<file path="config.mk">
export PLATFORM = sky130hd
export DESIGN_NAME = irq_controller
export DESIGN_NICKNAME = d
export VERILOG_FILES = /design/src/rtl/irq_controller.sv
export SDC_FILE = /design/constraint.sdc
export NUM_CORES = 1
export LEC_CHECK = 0
export BUFFER_PORTS_ARGS = -buffer_cell sky130_fd_sc_hd__buf_2
export CAP_MARGIN = 40
export CELL_PAD_IN_SITES_DETAIL_PLACEMENT = 0
export CELL_PAD_IN_SITES_GLOBAL_PLACEMENT = 1
export CORE_ASPECT_RATIO = 0.8
export CORE_MARGIN = 5
export CORE_UTILIZATION = 44
export CTS_BUF_LIST = sky130_fd_sc_hd__clkbuf_16
export DETAILED_ROUTE_END_ITERATION = 16
export GPL_ROUTABILITY_DRIVEN = 0
export PLACE_DENSITY_LB_ADDON = 0.15
export SYNTH_ARGS = -nofsm -noshare
export SYNTH_HDL_FRONTEND = slang
export SYNTH_SLANG_ARGS = --single-unit
export TNS_END_PERCENT = 100
</file>
<file path="constraint.sdc">
create_clock -name clk -period 3.2 [get_ports clk]
set_clock_uncertainty 0.05 [all_clocks]
set_input_delay 0 -clock clk [delete_from_list [all_inputs] [get_ports clk]]
set_output_delay 0 -clock clk [all_outputs]
set_load 0.01 [all_outputs]
</file>
<file path="src/rtl/irq_controller.sv">
// Prioritised interrupt controller: per-channel synchronisers, edge/level capture, enable mask, pending latch and a
// REQ/ack/EOI handshake to the CPU. Define IRQ_OVERFLOW_EN to build the per-channel overflow flags.
module irq_controller #(
  parameter int N_IRQ       = 8,
  parameter int ID_BITS     = 3,
  parameter int SYNC_STAGES = 2
) (
  input  logic               clk,
  input  logic               reset_n,
  input  logic [N_IRQ-1:0]   irq_in,
  input  logic               cfg_we,
  input  logic [1:0]         cfg_sel,
  input  logic [N_IRQ-1:0]   cfg_data,
  output logic [N_IRQ-1:0]   enable_q,
  output logic [N_IRQ-1:0]   pending_q,
  output logic [N_IRQ-1:0]   irq_overflow,
  output logic               cpu_irq,
  output logic [ID_BITS-1:0] cpu_irq_id,
  input  logic               cpu_ack,
  input  logic               cpu_eoi
);

  typedef enum logic [1:0] {
    ST_IDLE    = 2'd0,
    ST_REQ     = 2'd1,
    ST_SERVICE = 2'd2
  } state_e;

  state_e             state_q, state_d;
  logic [N_IRQ-1:0]   sync_q [SYNC_STAGES];
  logic [N_IRQ-1:0]   sync_d [SYNC_STAGES];
  logic [N_IRQ-1:0]   hist_q, hist_d;
  logic [N_IRQ-1:0]   mode_q, mode_d;
  logic [N_IRQ-1:0]   enable_d, pending_d;
  logic               cpu_irq_q, cpu_irq_d;
  logic [ID_BITS-1:0] cpu_irq_id_q, cpu_irq_id_d;

  logic [N_IRQ-1:0]   synced, edge_set, set_vec, active, ack_clr, w1c_pend;
  logic [ID_BITS-1:0] sel_id;
  logic               ack_fire;

  assign synced   = sync_q[SYNC_STAGES-1];
  assign edge_set = mode_q & synced & ~hist_q;
  // Level channels re-set every cycle the synced input is high, so a clear only sticks once it is low.
  assign set_vec  = edge_set | (~mode_q & synced);
  assign active   = pending_q & enable_q;
  assign ack_fire = (state_q == ST_REQ) && cpu_ack;
  assign w1c_pend = (cfg_we && cfg_sel == 2'd2) ? cfg_data : '0;

  always_comb begin
    sync_d[0] = irq_in;
    for (int s = 1; s < SYNC_STAGES; s++) begin
      sync_d[s] = sync_q[s-1];
    end
    hist_d = synced;
  end

  always_comb begin
    sel_id = '0;
    for (int i = N_IRQ - 1; i >= 0; i--) begin
      if (active[i]) sel_id = ID_BITS'(i);
    end
  end

  always_comb begin
    ack_clr = '0;
    for (int i = 0; i < N_IRQ; i++) begin
      ack_clr[i] = ack_fire && (cpu_irq_id_q == ID_BITS'(i));
    end
  end

  always_comb begin
    enable_d  = (cfg_we && cfg_sel == 2'd0) ? cfg_data : enable_q;
    mode_d    = (cfg_we && cfg_sel == 2'd1) ? cfg_data : mode_q;
    pending_d = set_vec | (pending_q & ~(ack_clr | w1c_pend));
  end

  always_comb begin
    state_d      = state_q;
    cpu_irq_d    = cpu_irq_q;
    cpu_irq_id_d = cpu_irq_id_q;
    unique case (state_q)
      ST_IDLE: begin
        if (active != '0) begin
          cpu_irq_d    = 1'b1;
          cpu_irq_id_d = sel_id;
          state_d      = ST_REQ;
        end
      end
      ST_REQ: begin
        if (cpu_ack) begin
          cpu_irq_d = 1'b0;
          state_d   = ST_SERVICE;
        end
      end
      ST_SERVICE: begin
        if (cpu_eoi) state_d = ST_IDLE;
      end
      default: begin
        cpu_irq_d = 1'b0;
        state_d   = ST_IDLE;
      end
    endcase
  end

  always_ff @(posedge clk or negedge reset_n) begin
    if (!reset_n) begin
      for (int s = 0; s < SYNC_STAGES; s++) sync_q[s] <= '0;
      hist_q       <= '0;
      mode_q       <= '1;
      enable_q     <= '0;
      pending_q    <= '0;
      cpu_irq_q    <= 1'b0;
      cpu_irq_id_q <= '0;
      state_q      <= ST_IDLE;
    end else begin
      for (int s = 0; s < SYNC_STAGES; s++) sync_q[s] <= sync_d[s];
      hist_q       <= hist_d;
      mode_q       <= mode_d;
      enable_q     <= enable_d;
      pending_q    <= pending_d;
      cpu_irq_q    <= cpu_irq_d;
      cpu_irq_id_q <= cpu_irq_id_d;
      state_q      <= state_d;
    end
  end

  assign cpu_irq    = cpu_irq_q;
  assign cpu_irq_id = cpu_irq_id_q;

`ifdef IRQ_OVERFLOW_EN
  logic [N_IRQ-1:0] ovf_q, ovf_d, busy_vec, w1c_ovf;

  assign w1c_ovf = (cfg_we && cfg_sel == 2'd3) ? cfg_data : '0;

  always_comb begin
    busy_vec = '0;
    for (int i = 0; i < N_IRQ; i++) begin
      busy_vec[i] = (state_q != ST_IDLE) && (cpu_irq_id_q == ID_BITS'(i));
    end
    ovf_d = (edge_set & (pending_q | busy_vec)) | (ovf_q & ~w1c_ovf);
  end

  always_ff @(posedge clk or negedge reset_n) begin
    if (!reset_n) ovf_q <= '0;
    else          ovf_q <= ovf_d;
  end

  assign irq_overflow = ovf_q;
`else
  assign irq_overflow = '0;
`endif

endmodule

</file>
# --- Word level (Yosys, flattened, before mapping) ---
# Cells that the tools add are included.
totals:
  regBits: 54
  in_bits: 23
  out_inout_bits: 28
  elab_cells: 70
op_classes:
  eq_ne: 14
  mux: 16
  bitwise: 12
  n_reduce_logical: 19
ops:
  columns: ["cell", "count"]
  rows:
  - ["$and 8x8->8", 5]
  - ["$mux 3", 8]
  - ["$not 8->8", 3]
  - ["$or 8x8->8", 3]
  - ["$eq 3x3->1 const B", 4]
  - ["$logic_and 1x1->1", 12]
  - ["$mux 8", 1]
  - ["$reduce_bool 8->1", 1]
  - ["$eq 3x2->1 const B", 2]
  - ["$mux 2", 3]
  - ["$ne 2x2->1 const B", 3]
  - ["$pmux 2 s3", 1]
  - ["$reduce_and 3->1", 2]
  - ["$eq 2x1->1 const B", 2]
  - ["$eq 2x2->1 const B", 2]
  - ["$logic_not 2->1", 2]
  - ["$eq 3x1->1 const B", 1]
  - ["$logic_not 3->1", 1]
  - ["$pmux 1 s3", 1]
  - ["$mux 1", 2]
  - ["$reduce_and 2->1", 1]
  - ["$not 1->1", 1]

# --- Depth between registers and ports, before layout ---
# Gate-level depths: netlist of the first run.
depth:
  word_depth: 9
  mapped_depth: 4
  mapped_depth_nobuf: 4

# --- Least setup slack after synthesis of the first run ---
# Ideal clock, no wire load.
synth_path:
  path_kind: "reg2reg"
  start: "register enable_q[2]"
  end: "register state_q[0]"
  t_arrival_ps: 1029
  required_ps: 3022
  setup_slack_ps: 1993
  stages_incl_launch_ff: 5
  n_path_buf: 0
  cell_sequence: "dfrtp_1 a22oi_1 nand4_1 nand2_1 o21ai_0"
synth_via:
  elab_chain_cells: 4
synth_rtl:
  columns: ["item", "line_no", "rtl"]
  rows:
  - ["start: declaration", "14", "output logic [N_IRQ-1:0] enable_q,"]
  - ["start signal: assignment", "120", "enable_q <= enable_d;"]
  - ["$and 8x8->8", "46", "assign active = pending_q & enable_q;"]
  - ["$reduce_bool 8->1", "84", "if (active != '0) begin"]
  - ["$ne 2x2->1 (no line)", null, null]
  - ["$reduce_and 3->1 (no line)", null, null]
  - ["end signal: assignment", "124", "state_q <= state_d;"]
  - ["end: declaration", "29", "state_e state_q, state_d;"]
# No other way between the ends.
# A chain may end at the register's enable or synchronous reset.

# --- Worst setup path after layout of the first run ---
layout_path:
  start: "register state_q[0]"
  end: "register state_q[1]"
layout_via:
  elab_chain_cells: 3
  word_cells_on_any_way: 8
layout_rtl:
  columns: ["item", "line_no", "rtl"]
  rows:
  - ["$eq 2x2->1 (tied with other cells)", "82", "unique case (state_q)"]
  - ["$ne 2x2->1 (no line)", null, null]
  - ["$reduce_and 3->1 (no line)", null, null]
# Several ways; a longest one is shown, not always the timed one.

==> results_dict.tcl, run 1 <==
set metrics [dict create \
    status "completed" \
    place_ws_ns 1.89 \
    synth_seq_cells 54 \
    layout_common_cells "dfrtp_1 (46), buf_2 (42), nand2_1 (34)" \
    rsz0062_at_grt "false" \
    cts_tree "done" \
    clk_pin_slew_worst_paths_ns 0.07 \
    core_area_um2 4540 \
    utilization 0.586 \
    rr_startpoint "state_q[0]" \
    power_mw 1.84 \
    die_x_um 86.4 \
    final_common_cell "dfrtp_1" \
    powerDensity_nw_per_um2 690 \
    ctsHoldBuffers 20 \
    synth_async_sr_flop_share 1.00 \
    cts-root-buf "clkbuf_16" \
    die_area_um2 6140 \
    numClockSinks 54 \
    min_path_type "input pin to register" \
    clock_path_buffers 2 \
    drt-met1-wl_mm 1.92 \
    final_max_slew_viol_count 0 \
    rows 22 \
    cts_buffers 5 \
    yosys_most_used_dff "dfrtp_1" \
    period_minus_slack_ns 1.34 \
    synth.avg_cell_area_um2 13.2 \
    synth_edf_count 0 \
    start_kind "register" \
    area_growth_pct 29.7 \
    post_cts_buffers 0 \
    gr-usage-all-layers 0.152 \
    initial_core_util 0.452 \
    dieHeight_um 71.1 \
    cap_viol_max_count 0 \
    drt_wl_total_mm 4.26 \
    detail_route.wl_per_cell_um 14.9 \
    crit_fanout 5 \
    hold_viol 0 \
    drive_gt1_frac 0.356 \
    dr.pass1.iters 5 \
    yosys_warnings 0 \
    worst_ep_arrival_time_ns 1.46 \
    worstMarginPinSlew_ns 0.554 \
    diodes 0 \
    startpoint "state_q[0]" \
    clk_latency_ns 0.28 \
    ys_seq_area_frac 0.663 \
    power_leakage_nw 1.19 \
    synth_cells 155 \
    max_freq_mhz 744 \
    highest_layer "met4" \
    crit_path_end_kind "register" \
    nNetsFinal 247 \
    cts_resized 0 \
    setup_ws_ns 1.86 \
    min_from "cfg_sel[1]" \
    finalSetupViolCount 0 \
    grt_pass1_wl_mm 7.23 \
    grt_pass1_vias 1457 \
    port_buffers 42 \
    met2_wirelength_mm 2.04 \
    antenna_found_initial 0 \
    period_share 0.420 \
    critPathKind "register to register" \
    cts.htree.levels 2 \
    viasPerCell 5.00 \
    ios 51 \
    grt_max_degree 29 \
    drc 0 \
    ir_drop_uv 365 \
    ys_types 23 \
    max-slew-margin-rel 0.630 \
    drtAntennaViolNets 0 \
    grt.overflow.total 0 \
    hpwl_mm 3.09 \
    cp.required_ns 3.31 \
    syn-cell-area_um2 2050 \
    drt_iter0_drc 101 \
    tns_ns 0 \
    vias 1426 \
    route.met3.wl_um 273 \
]
==> layer usage <==
| metal | up-vias | GRT usage |
|---|---|---|
| met1 | 723 | 0.221 |
| met2 | 35 | 0.222 |
| met5 | - | 0 |
| met3 | 2 | 0.0454 |
| li1 | 666 | - |
| met4 | 0 | 0.0381 |
==> path summary, 6_finish.rpt <==
check,end,cells after the start,slack [ns]
worst max register to register,state_q[1],4,1.86
worst max-delay path,state_q[1],4,1.86
min in group asynchronous,sync_d[3],2,0.20
worst min register to register,hist_d[6],0,0.30
max in group asynchronous,mode_q[5],3,2.28
worst min-delay path,enable_q[2],3,0.12
==> stage by stage <==
step	hold WS [ns]	instance area, um2	cells
detailed placement	-0.0264	2320	257
floorplan	-0.346	2080	162
global placement	0.0582	2300	256
CTS	0.125	2660	285
finish	0.122	2660	285
global route	0.136	2660	285
==> synthesized netlist by cell type (3+ instances only) <==
| library cell | count | area share |
|---|---|---|
| a21oi_1 | 4 | 0.0098 |
| a22oi_1 | 4 | 0.015 |
| a32o_1 | 10 | 0.049 |
| buf_4 | 9 | 0.033 |
| dfrtp_1 | 46 | 0.56 |
| dfstp_2 | 8 | 0.10 |
| mux2_2 | 16 | 0.088 |
| nand2_1 | 34 | 0.062 |
| nand3_1 | 3 | 0.0073 |
| nor2_1 | 3 | 0.0055 |
| o21ai_0 | 3 | 0.0073 |
==> report_power, final <==
part	leakage [nW]	switching [mW]	internal, mW
Clock	0.0724	0.217	0.283
Sequential	0.606	0.113	0.808
Combinational	0.510	0.214	0.201
Total	1.19	0.544	1.29
==> layout make-up <==
cell class / count / area, um2
Clock inverter: 3 / 12.5
Tap cell: 60 / 75.1
Sequential cell: 54 / 1360
Fill cell: 381 / 1880
Timing Repair Buffer: 64 / 438
Multi-Input combinational cell: 97 / 642
Clock buffer: 5 / 125
Inverter: 2 / 7.51
==> registers in the layout, summed over array words and instances (netlist names) <==
signal and cells:
enable_q 8, pending_q 8, cpu_irq 1, mode_q 8
hist_d 8, sync_d 8, state_q 2, hist_q 8
cpu_irq_id 3
==> cell families (layout without fill, tap and decap cells) <==
group,after synthesis,count (layout),synth area share
other cells,1,8,0.00183
simple gates,50,50,0.123
flops,54,54,0.663
compound gates,23,23,0.0878
mux,16,16,0.0878
buf+inv,11,74,0.0366
==> worst max-delay path: stages, from the launching register on <==
cell and delay [ns]:
dfrtp_1 0.44, nor2_1 0.07, nand2_1 0.06, nand2_1 0.05, dlygate4sd3_1 0.55
(Power assumes the default switching activity.)
==> run 2, diff against run 1 <==
--- a/config.mk
+++ b/config.mk
@@ -5,13 +5,14 @@
 export SDC_FILE = /design/constraint.sdc
 export NUM_CORES = 1
 export LEC_CHECK = 0
+export ABC_AREA = 1
 export BUFFER_PORTS_ARGS = -buffer_cell sky130_fd_sc_hd__buf_2
 export CAP_MARGIN = 40
 export CELL_PAD_IN_SITES_DETAIL_PLACEMENT = 0
 export CELL_PAD_IN_SITES_GLOBAL_PLACEMENT = 1
 export CORE_ASPECT_RATIO = 0.8
 export CORE_MARGIN = 5
-export CORE_UTILIZATION = 44
+export CORE_UTILIZATION = 40
 export CTS_BUF_LIST = sky130_fd_sc_hd__clkbuf_16
 export DETAILED_ROUTE_END_ITERATION = 16
 export GPL_ROUTABILITY_DRIVEN = 0
==> constraint.sdc (replaced) <==
create_clock -name clk -period 1.3 [get_ports clk]
set_clock_uncertainty 0.05 [all_clocks]
set_input_delay 0 -clock clk [delete_from_list [all_inputs] [get_ports clk]]
set_output_delay 0 -clock clk [all_outputs]
set_load 0.01 [all_outputs]
==> run 2 against run 1 <==
Via count up 10%; total power increased to 2.6 times the previous value; final cell count increased by 18%; register-to-register slack worse by 1.8 ns; critical path type unchanged; largest power group unchanged.
==> results_dict.tcl, run 2 <==
set metrics [dict create \
    crit_fanout 6 \
    grt_pass1_vias 1500 \
    netSwitchingPower_mw 1.44 \
    final_max_slew_viol_count 0 \
    synth.avg_cell_area_um2 10.4 \
    grt_max_degree 55 \
    yosys_warnings 0 \
    power_leakage_nw 1.35 \
    clock_path_buffers 2 \
    drc 0 \
    dr.pass1.iters 4 \
    finalSetupViolCount 0 \
    nNetsFinal 297 \
    die_x_um 90.4 \
    seq_area_um2 1360 \
    status "completed" \
    post_cts_buffers 0 \
    cts.htree.levels 2 \
    layout_common_cells "nand2_1 (65), dfrtp_1 (46), buf_2 (42)" \
    n_fill_cell 462 \
    period_minus_slack_ns 1.23 \
    core_area_um2 5010 \
    place_ws_ns 0.0636 \
    cts_buffers 5 \
    ys_top_cells_by_area "dfrtp_1 (56%), nand2_1 (12%), dfstp_2 (10%), o21ai_0 (3.1%), buf_4 (2.9%)" \
    gr-max-usage-layer "met1" \
    max_freq_mhz 812 \
    combPwrFrac 0.248 \
    cp.required_ns 1.43 \
    viasPerCell 4.67 \
    synth_edf_count 0 \
    syn-cell-area_um2 2070 \
    global_route.usage.met2 0.199 \
    initial_core_util 0.413 \
    dieHeight_um 74.3 \
    drive_gt1_frac 0.284 \
    critPathKind "register to register" \
    fin_area_um2 2750 \
    min_path_type "input pin to register" \
    worst_ep_arrival_time_ns 1.36 \
    yosys_most_used_dff "dfrtp_1" \
    powerDensity_nw_per_um2 1750 \
    postPlaceCellArea_um2 2390 \
    numClockSinks 54 \
    ys_types 23 \
    antenna_found_initial 0 \
    synth_area_leader_cell "dfrtp_1" \
    hpwl_mm 3.05 \
    drtAntennaViolNets 0 \
    yosysTopAreaCellShare 0.557 \
    whs_ns 0.0783 \
    synthTopCellsByCount "nand2_1 (66), dfrtp_1 (46), inv_1 (14)" \
    synth_async_sr_flop_share 1.00 \
    ir_drop_uv 842 \
    port_buffers 42 \
    period_share 0.947 \
    synth_cells 199 \
    utilization 0.550 \
    synth_seq_cells 54 \
    ios 51 \
    hold_viol 0 \
    final_common_cell "nand2_1" \
    gr-usage-all-layers 0.141 \
    dp.cells 310 \
    synth.most_common_cell "nand2_1" \
    clk_latency_ns 0.29 \
    vias 1573 \
    use_met3 0.0465 \
    drt_iter0_drc 49 \
    diodes 0 \
    p_sw_frac 0.298 \
    cts_tree "done" \
    drt_wl_total_mm 4.34 \
    start_kind "register" \
    ys_seq_area_frac 0.659 \
    p_int_mw 3.39 \
    cts-root-buf "clkbuf_16" \
    grt_pass1_wl_mm 7.38 \
    power_frac_seq 0.447 \
    clk_pin_slew_worst_paths_ns 0.07 \
    clock_power_share 0.305 \
    crit_path_end_kind "register" \
    setup_ws_ns 0.0688 \
    cap_viol_max_count 0 \
    gr-usage-met1 0.204 \
    fin_cells 337 \
    grt.overflow.total 0 \
    rows 23 \
    area_growth_pct 33.2 \
    multiInputGateArea_um2 602 \
    die_area_um2 6710 \
    detail_route.wl_per_cell_um 12.9 \
    tns_ns 0 \
    power_mw 4.83 \
]
-- run 2: cell types whose count changed after synthesis, sizes merged, moves of 2 or more --
| cell | change |
|---|---|
| o221ai | +6 |
| o21ai | +20 |
| a32o | -10 |
| nor4 | +2 |
| nor2b | -2 |
| a22oi | -4 |
| nand2 | +34 |
| inv | +14 |
| mux2 | -16 |
| nand3 | +4 |
| a21oi | -3 |
-- run 2: power by group through the flow --
stage	combinational, mW	clock [mW]	sequential, mW
final	1.20	1.47	2.16
after global routing	1.35	1.59	2.19
after CTS	1.20	1.51	2.15
after detailed placement	1.15	0	2.18
after global placement	1.15	0	2.18
after floorplan	0.552	0	2.23
-- run 2: per-layer routing --
| layer | wire (um) | up-vias |
|---|---|---|
| met5 | 0 | - |
| met4 | 42 | 0 |
| met3 | 324 | 6 |
| met2 | 1840 | 40 |
| met1 | 2140 | 739 |
| li1 | - | 788 |
-- run 2: cell type report --
| cell class | count | share of cell area |
|---|---|---|
| Sequential cell | 54 | 0.494 |
| Multi-Input combinational cell | 126 | 0.219 |
| Timing Repair Buffer | 71 | 0.177 |
| Clock buffer | 5 | 0.0454 |
| Tap cell | 62 | 0.0282 |
| Inverter | 16 | 0.0218 |
| Clock inverter | 3 | 0.0145 |
-- run 2: cells by family after synthesis --
family	Yosys count	synth area share
buffers and inverters	26	0.0690
and+or+nand+nor	86	0.179
DFF	54	0.659
AOI/OAI and AO/OA	32	0.0914
other	1	0.00181
-- run 2: worst max-delay path: stages (launching register included) --
cell	delay (ns)
dfrtp_1	0.40
nand2_1	0.10
nand2_1	0.09
nor2_2	0.13
nand2_1	0.07
nand2_2	0.12
inv_2	0.04
nand3b_1	0.07
nand2_1	0.05
-- run 2: final timing paths --
kind / from / end / slack, ns / cells past startpoint
max reg2reg: enable_q[2] / cpu_irq_id[1] / 0.07 / 8
max: enable_q[2] / cpu_irq_id[1] / 0.07 / 8
min in group asynchronous: reset_n / sync_d[3] / 0.18 / 3
min: cfg_we / mode_q[0] / 0.08 / 3
min reg2reg: sync_d[4] / hist_d[4] / 0.30 / 0
max in group asynchronous: reset_n / mode_q[7] / 0.73 / 3
-- run 2: timing repair --
item,4_1_cts,5_1_grt
endpoints found under the setup margin,0,5
hold buffers,19,0
resized for setup,0,3
hold endpoints to repair,81,0
